==> src/rtl/command_bus_master.sv <==
// Host-side initiator for the GPU command bus: turns a one-cycle request into the
// sync / command / data edge sequence, with an optional read-back window.
module command_bus_master #(
   parameter int unsigned CLK_DIV = 2,
   parameter int unsigned RD_WAIT = 2
) (
   input  logic        i_clk,
   input  logic        i_reset,
   input  logic        i_req_valid,
   output logic        o_req_ready,
   input  logic [15:0] i_req_cmd,
   input  logic [15:0] i_req_data,
   input  logic        i_req_read,
   output logic        o_done,
   output logic [15:0] o_read_data,
   output logic        o_read_valid,
   output logic        o_command_clk,
   output logic        o_output_enable,
   output logic [15:0] o_bus_out,
   output logic        o_bus_oe,
   input  logic [15:0] i_bus_in
);

   localparam int unsigned CNT_W = 8;
   localparam int unsigned BUS_W = 16;
   localparam logic [CNT_W-1:0] DIV_LOAD = CNT_W'(CLK_DIV - 1);
   localparam logic [CNT_W-1:0] RD_LOAD  = CNT_W'(RD_WAIT - 1);

   typedef enum logic [3:0] {
      S_IDLE,
      S_SYNC_LO,
      S_SYNC_HI,
      S_CMD_LO,
      S_CMD_HI,
      S_DATA_LO,
      S_DATA_HI,
      S_TURN,
      S_RD,
      S_DONE
   } state_t;

   state_t           r_state;
   logic [CNT_W-1:0] r_cnt;
   logic [BUS_W-1:0] r_cmd;
   logic [BUS_W-1:0] r_data;
   logic             r_read;
   logic             r_req_ready;
   logic             r_done;
   logic [BUS_W-1:0] r_read_data;
   logic             r_read_valid;
   logic             r_command_clk;
   logic             r_output_enable;
   logic [BUS_W-1:0] r_bus_out;
   logic             r_bus_oe;
   logic             w_phase_end;

   assign w_phase_end = (r_cnt == '0);

   // Outputs are computed for the state being entered, so every bus pin is a flop.
   always_ff @(posedge i_clk) begin
      if (i_reset) begin
         r_state         <= S_IDLE;
         r_cnt           <= '0;
         r_cmd           <= '0;
         r_data          <= '0;
         r_read          <= 1'b0;
         r_req_ready     <= 1'b1;
         r_done          <= 1'b0;
         r_read_data     <= '0;
         r_read_valid    <= 1'b0;
         r_command_clk   <= 1'b0;
         r_output_enable <= 1'b0;
         r_bus_out       <= '0;
         r_bus_oe        <= 1'b0;
      end else begin
         r_done       <= 1'b0;
         r_read_valid <= 1'b0;
         if (r_state != S_IDLE && r_state != S_DONE && !w_phase_end) begin
            r_cnt <= r_cnt - CNT_W'(1);
         end
         case (r_state)
            S_IDLE: begin
               if (i_req_valid) begin
                  r_cmd           <= i_req_cmd;
                  r_data          <= i_req_data;
                  r_read          <= i_req_read;
                  r_req_ready     <= 1'b0;
                  r_output_enable <= 1'b1;
                  r_command_clk   <= 1'b0;
                  r_bus_oe        <= 1'b0;
                  r_cnt           <= DIV_LOAD;
                  r_state         <= S_SYNC_LO;
               end
            end
            S_SYNC_LO: begin
               if (w_phase_end) begin
                  r_command_clk <= 1'b1;
                  r_cnt         <= DIV_LOAD;
                  r_state       <= S_SYNC_HI;
               end
            end
            S_SYNC_HI: begin
               if (w_phase_end) begin
                  r_command_clk   <= 1'b0;
                  r_output_enable <= 1'b0;
                  r_bus_out       <= r_cmd;
                  r_cnt           <= DIV_LOAD;
                  r_state         <= S_CMD_LO;
               end
            end
            S_CMD_LO: begin
               // Pad driver turns on one cycle after OE has dropped.
               r_bus_oe <= 1'b1;
               if (w_phase_end) begin
                  r_command_clk <= 1'b1;
                  r_cnt         <= DIV_LOAD;
                  r_state       <= S_CMD_HI;
               end
            end
            S_CMD_HI: begin
               if (w_phase_end) begin
                  r_command_clk <= 1'b0;
                  r_bus_out     <= r_data;
                  r_cnt         <= DIV_LOAD;
                  r_state       <= S_DATA_LO;
               end
            end
            S_DATA_LO: begin
               if (w_phase_end) begin
                  r_command_clk <= 1'b1;
                  r_cnt         <= DIV_LOAD;
                  r_state       <= S_DATA_HI;
               end
            end
            S_DATA_HI: begin
               if (w_phase_end) begin
                  r_command_clk <= 1'b0;
                  r_bus_oe      <= 1'b0;
                  if (r_read) begin
                     r_cnt   <= DIV_LOAD;
                     r_state <= S_TURN;
                  end else begin
                     r_done  <= 1'b1;
                     r_state <= S_DONE;
                  end
               end
            end
            S_TURN: begin
               if (w_phase_end) begin
                  r_output_enable <= 1'b1;
                  r_cnt           <= RD_LOAD;
                  r_state         <= S_RD;
               end
            end
            S_RD: begin
               if (w_phase_end) begin
                  r_read_data     <= i_bus_in;
                  r_read_valid    <= 1'b1;
                  r_done          <= 1'b1;
                  r_output_enable <= 1'b0;
                  r_state         <= S_DONE;
               end
            end
            S_DONE: begin
               r_req_ready <= 1'b1;
               r_bus_out   <= '0;
               r_state     <= S_IDLE;
            end
            default: begin
               r_req_ready     <= 1'b1;
               r_command_clk   <= 1'b0;
               r_output_enable <= 1'b0;
               r_bus_oe        <= 1'b0;
               r_bus_out       <= '0;
               r_state         <= S_IDLE;
            end
         endcase
      end
   end

   assign o_req_ready     = r_req_ready;
   assign o_done          = r_done;
   assign o_read_data     = r_read_data;
   assign o_read_valid    = r_read_valid;
   assign o_command_clk   = r_command_clk;
   assign o_output_enable = r_output_enable;
   assign o_bus_out       = r_bus_out;
   assign o_bus_oe        = r_bus_oe;

endmodule

==> config.mk <==
export PLATFORM = sky130hd
export DESIGN_NAME = command_bus_master
export DESIGN_NICKNAME = d
export VERILOG_FILES = /design/src/rtl/command_bus_master.sv
export SDC_FILE = /design/constraint.sdc
export NUM_CORES = 1
export LEC_CHECK = 0
export CAP_MARGIN = 20
export CORE_MARGIN = 4
export CORE_UTILIZATION = 47
export DETAILED_ROUTE_END_ITERATION = 10
export PLACE_DENSITY = 0.82
export SYNTH_ARGS = -nofsm -noshare
export SYNTH_HDL_FRONTEND = slang
export SYNTH_SLANG_ARGS = --single-unit
==> constraint.sdc <==
create_clock -name i_clk -period 3.4 [get_ports i_clk]
set_input_delay 0.68 -clock i_clk [delete_from_list [all_inputs] [get_ports i_clk]]
set_output_delay 0.68 -clock i_clk [all_outputs]
set_load 0.005 [all_outputs]
# Word-level counts from Yosys, hierarchy flattened
# Index checks and enable logic that the tools add are counted.
totals:
  inputBits: 52
  out_inout_bits: 38
  wordCells: 98
  reg_bits: 83
op_classes:
  add_sub_neg: 1
  n_eq_ne: 22
  n_mux: 32
  reduce_logical: 24
  bitwise_logic: 6
ops:
  columns: ["operator", "n"]
  rows:
  - ["16-bit one-hot mux with 3 select lines", 1]
  - ["4-bit two-way mux", 10]
  - ["8-bit two-way mux", 5]
  - ["4-bit one-hot mux with 9 select lines", 1]
  - ["16-bit two-way mux", 2]
  - ["8-bit one-hot mux with 3 select lines", 1]
  - ["2-bit inequality test, second input constant", 9]
  - ["4-bit by 3-bit equality test with 1-bit output, second input constant", 4]
  - ["7-bit OR reduction", 2]
  - ["1-bit one-hot mux with 4 select lines", 3]
  - ["6-bit OR reduction", 2]
  - ["9-bit AND reduction", 1]
  - ["3-bit OR reduction", 3]
  - ["4-bit by 2-bit equality test with 1-bit output, second input constant", 2]
  - ["4-bit equality test, second input constant", 2]
  - ["8-bit zero test", 1]
  - ["4-bit AND reduction", 2]
  - ["8-bit OR reduction", 1]
  - ["8-bit by 1-bit subtractor with 8-bit output, second input constant", 1]
  - ["1-bit two-way mux", 7]
  - ["2-bit by 1-bit inequality test with 1-bit output, second input constant", 3]
  - ["1-bit inverter", 6]
  - ["2-bit AND reduction", 3]
  - ["3-bit AND reduction", 2]
  - ["8 further kinds", 11]

# Logic depth before layout (Yosys ltp)
depth:
  ltp_word: 7
  mapped_depth: 9
  depth_no_buf: 6

# Worst setup path before layout
# Ideal clock, no wire load.
synth_timing:
  kind: "reg2reg"
  startpoint: "register r_cnt[0]"
  endpoint: "register r_output_enable (netlist: o_output_enable)"
  path_stages_with_launch: 8
  required_ps: 3279
  setup_ps: 121
  slack_ps: 1478
  t_arrival_ps: 1801
  n_path_buf: 1
  synth_period_minus_slack_ps: 1922
  path_cell_list: "dfxtp_1 -> inv_1 -> ha_1 -> nor3b_1 -> clkbuf_1 -> nand2_1 -> a221oi_1 -> mux2_2"
synth_via:
  elab_chain_cells: 3
  elab_cells_between_ends: 4
  classes_between: "eq/ne (2); reduce/logical (2)"
synth_rtl:
  columns: ["element", "line", "rtl"]
  rows:
  - ["from (decl)", "43", "logic [CNT_W-1:0] r_cnt;"]
  - ["from (signal assigned)", "79", "r_cnt <= r_cnt - CNT_W'(1);"]
  - ["8-bit zero test (*)", "57", "assign w_phase_end = (r_cnt == '0);"]
  - ["2-bit by 1-bit inequality test with 1-bit output (no line) / 2-bit inequality test (equally long branches)", null, null]
  - ["4-bit AND reduction (no line) (*)", null, null]
  - ["to (signal assigned)", "72", "r_output_enable <= 1'b0;"]
  - ["to (signal assigned)", "88", "r_output_enable <= 1'b1;"]
  - ["to (signal assigned)", "105", "r_output_enable <= 1'b0;"]
  - ["to (decl)", "52", "logic r_output_enable;"]
# Mark *: on every way between the ends. The rest lies on a longest branch, timed or not.
# A chain may end at the register's enable or synchronous reset.

# Worst setup path after layout
layout_timing:
  startpoint: "register r_state[0]"
  endpoint: "register r_cnt[3]"
layout_via:
  elab_chain_cells: 7
  elab_cells_between_ends: 19
  classes_between: "eq/ne (8); mux (6); reduce/logical (5)"
layout_rtl:
  columns: ["element", "line", "rtl"]
  rows:
  - ["from (decl)", "42", "state_t r_state;"]
  - ["from (signal assigned)", "62", "r_state <= S_IDLE;"]
  - ["from (signal assigned)", "92", "r_state <= S_SYNC_LO;"]
  - ["from (signal assigned)", "99", "r_state <= S_SYNC_HI;"]
  - ["4-bit inequality test / 4-bit nonzero test (equally long branches)", "78", "if (r_state != S_IDLE && r_state != S_DONE && !w_phase_end) begin"]
  - ["1-bit logical AND (2 in a row)", "78", null]
  - ["8-bit two-way mux", "78", null]
  - ["8-bit two-way mux", "139", "if (r_read) begin"]
  - ["8-bit two-way mux", "136", "if (w_phase_end) begin"]
  - ["8-bit one-hot mux with 3 select lines (*)", "81", "case (r_state)"]
# Marks and branches as above.

==> run_results.csv <==
group,metric,value,unit
sta,fin_worst_skew,0.0144,ns
outcome,status,"complete, no violations",
cts,clock_sinks,83,
global_routing,antenna_found_initial,0,
die,dieWidth,94.4,µm
synthesis,synthXorXnorAreaFrac,0.749,%
synthesis,syn_inst,410,
worst_setup_path,cp_top_family,"flip-flops",
synthesis,synth_nets,464,
worst_setup_path,reg2reg_from,"r_state[0]",
sta,worst_slew_pin_slew,0.730,ns
worst_setup_path,r2r_slack,1.13,ns
synthesis,synthArstFlopShare,0,%
worst_setup_path,startpoint,"r_state[0]",
worst_setup_path,worstPathCellList,"xor2_1 > o2bb2ai_1 > or4_2 > a21oi_1",
die,rows,31,
global_routing,gr-total-overflow,0,
worst_setup_path,path_class,"flop to flop",
synthesis,syn_area_per_cell,8.56,µm²
sta,grt_setup_unrepaired,"no",
worst_setup_path,slowest_stage,"dfxtp_1",
synthesis,yosysSeqAreaShare,47.3,%
worst_setup_path,crit_end,"r_cnt[3]",
synthesis,synth_edf_count,0,
worst_setup_path,worst_r2r_endpoint,"r_cnt[3]",
cts,cts_setup_buffers,0,
synthesis,muxShareOfSynthArea,5.45,%
synthesis,yosysTopAreaCellShare,47.3,%
power,leakagePower,1.75,nW
routing,dr.pass1.iters,4,
finish,final_nets,538,
synthesis,syn_area,3510,µm²
min_path,whs_path_depth,2,
place,gp_congestion,0.857,
routing,drtIter0Drc,265,
sta,setup-tns-final,0,ns
global_routing,grt_pass1_vias,2922,
cts,clkTransAtPathRegs,0.09,ns
routing,highest_layer,"met4",
synthesis,synth_top_family_by_area,"compound AO/OA/AOI/OAI gates",
sta,max_freq,441,MHz
sta,hold_ws,0.459,ns
cts,cts_max_level,3,
finish,diodes,0,
routing,routed-via-count,3167,
job,cap_violations,0,
die,start_util,48.4,%
global_routing,grt_max_degree,43,
synthesis,synthSimpleGateAreaFrac,18.6,%
cts,cts_resized,0,
worst_setup_path,crit_cells,4,
power,p_per_area,805,nW/µm²
cts,cts-root-buf,"clkbuf_8",
sta,slew_violations,0,
routing,post_drt_wl_per_cell,14.7,µm
finish,area_growth,31.7,%
die,boundaryPins,90,
sta,setup-violations-final,0,
cts,clockBufferDepth,2,
worst_setup_path,required,3.68,ns
worst_setup_path,r2r_cells,4,
cts,clk_latency,0.35,ns
cts,hold_buffers,0,
synthesis,synth_ff_type,"dfxtp_1",
routing,dr_wl_met3,593,µm
routing,wl_met2,3.99,mm
power,ir_drop,0.366,mV
worst_setup_path,crit_path_start_kind,"flop",
routing,wl_met1,3.92,mm
sta,fin_crit_sh,66.7,%
routing,viasPerCell,5.39,
sta,slew_headroom,51.3,%
synthesis,yosys.area.top_type,"dfxtp_1",
min_path,hp-class,"flop to flop",
global_routing,grt_pass1_wl,13.8,mm
synthesis,ys_warn_count,0,
synthesis,synthAdderAreaFrac,0.713,%
die,fp.dieH,94.4,µm
cts,cts_tree,"yes",
routing,ant_nets,0,
worst_setup_path,critPathMaxStageDelay,0.80,ns
worst_setup_path,path_buf_inv,0,
place,io_buffers,89,
routing,finalWirelength,8.64,mm
synthesis,ys_types,48,
die,coreArea,7250,µm²
synthesis,synth.area.top_cells,"dfxtp_1 47%, a21oi_1 9.3%, nand2_1 7.9%",
worst_setup_path,endpoint_kind,"flop",
synthesis,synth_seq_cells,83,
finish,drive_above_1_share,8.18,%
sta,hold_viol,0,
die,dieArea,8910,µm²
sta,period_needed,2.27,ns
place,hpwl,6.02,mm
worst_setup_path,worstPathMaxFanout,21,
synthesis,synth_compound_area_share,22.0,%
routing,drc,0,
cts,cts_inserted_buffers,9,
global_routing,grt_usage,19.4,%
worst_setup_path,cp_data_arrival_time,2.55,ns
-- worst min path at each step --
stage | from | end | slack, ns
final | r_cmd[1] | r_cmd[1] | 0.46
after global routing | r_cmd[10] | r_cmd[10] | 0.49
after CTS | r_data[2] | r_data[2] | 0.46
after detailed placement | r_data[2] | r_data[2] | 0.45
after global placement | r_cmd[13] | r_cmd[13] | 0.44
after floorplan | r_data[0] | r_data[0] | 0.44
-- worst reg2reg max path, delay by kind of cell (launching register included) --
family                    cells  cell delay [ns]
DFF                           1             0.80
and+or+nand+nor               1             0.69
AOI/OAI and AO/OA             2             0.44
xor gates and xnor gates      1             0.26
-- placed cells by master, fill, tap and decap left out, types with 2 or more instances in the layout --
cell type / netlist / layout
or3_1: 5 / 5
a221oi_1: 2 / 2
nand4_1: 3 / 3
a21oi_1: 65 / 65
nor2b_1: 2 / 2
nand2_1: 74 / 74
o21ai_0: 8 / 8
clkdlybuf4s50_1: 0 / 88
a22oi_1: 18 / 18
o31ai_1: 2 / 2
nand3b_1: 3 / 3
inv_1: 6 / 6
or4_2: 2 / 2
clkbuf_8: 0 / 9
inv_6: 0 / 2
xor2_1: 2 / 2
dfxtp_1: 83 / 83
nand3_1: 3 / 3
nor3_1: 4 / 4
buf_4: 3 / 8
ha_1: 2 / 2
or2_2: 4 / 4
mux2i_1: 18 / 18
nor2_1: 23 / 23
or3_2: 2 / 2
and2_1: 3 / 3
nand2b_1: 2 / 2
a211oi_1: 20 / 20
a2111oi_0: 2 / 2
-- synth_stat cells (all sizes together), types with 2 or more instances --
master	count
ha	2
a22oi	18
nor2	23
xor2	2
nor2b	2
or2	4
or4	3
buf	15
o21ai	8
mux2i	18
nand4	3
inv	6
nand3	3
a211oi	20
dfxtp	83
nand2	74
and2	3
a2111oi	2
or3	8
a21oi	65
o31ai	3
nand3b	3
clkbuf	19
nor3	5
nand2b	2
a221oi	2
-- final cells by class --
class                           count  area (µm²)
Fill cell                         611        2630
Multi-Input combinational cell    287        1670
Sequential cell                    83        1660
Timing Repair Buffer               97         946
Clock buffer                       10         128
Tap cell                           99         124
Clock inverter                      6        72.6
Inverter                            6        22.5
-- sequential cells by signal (all words and copies together) (netlist names) --
signal and count:
o_output_enable 1, r_state 4, o_read_data 16, r_cmd 16
r_read 1, o_req_ready 1, o_bus_oe 1, r_data 16
r_cnt 8, o_done 1, o_read_valid 1, o_command_clk 1
o_bus_out 16
-- metrics by stage --
stage / power [mW] / cell area, µm² / utilization, % / std cells / setup WS (ns)
2_1_floorplan: 2.50 / 3510 / - / 410 / 1.48
3_3_place_gp: 2.94 / 4420 / 60.9 / 572 / 1.14
3_5_place_dp: 3.00 / 4420 / 60.9 / 572 / 1.15
4_1_cts: 3.73 / 4620 / 63.7 / 588 / 1.15
5_1_grt: 3.98 / 4620 / 63.7 / 588 / 0.976
6_report: 3.72 / 4620 / 63.7 / 588 / 1.13
-- metal layers --
metal  global-route usage [%]  up-vias
met5                        0        -
li1                         -     1595
met4                     6.74        0
met3                     4.22       11
met1                     26.6     1461
met2                     30.1      100
-- report_power, final --
| part | total, mW | internal [mW] | switching [mW] |
|---|---|---|---|
| Sequential | 1.40 | 1.20 | 0.200 |
| Clock | 0.721 | 0.350 | 0.371 |
| Combinational | 1.59 | 0.714 | 0.880 |
| Total | 3.72 | 2.27 | 1.45 |
-- logic make-up (layout without fill, tap and decap cells) --
group	after synthesis	in the layout
buffers and inverters	40	119
XOR/XNOR	3	3
adder cells (fa/ha/maj)	2	2
AO/OA/AOI/OAI	125	125
AND/OR/NAND/NOR	138	138
multiplexers	19	19
flip-flops	83	83
Power figures use the tool's default switching activity.
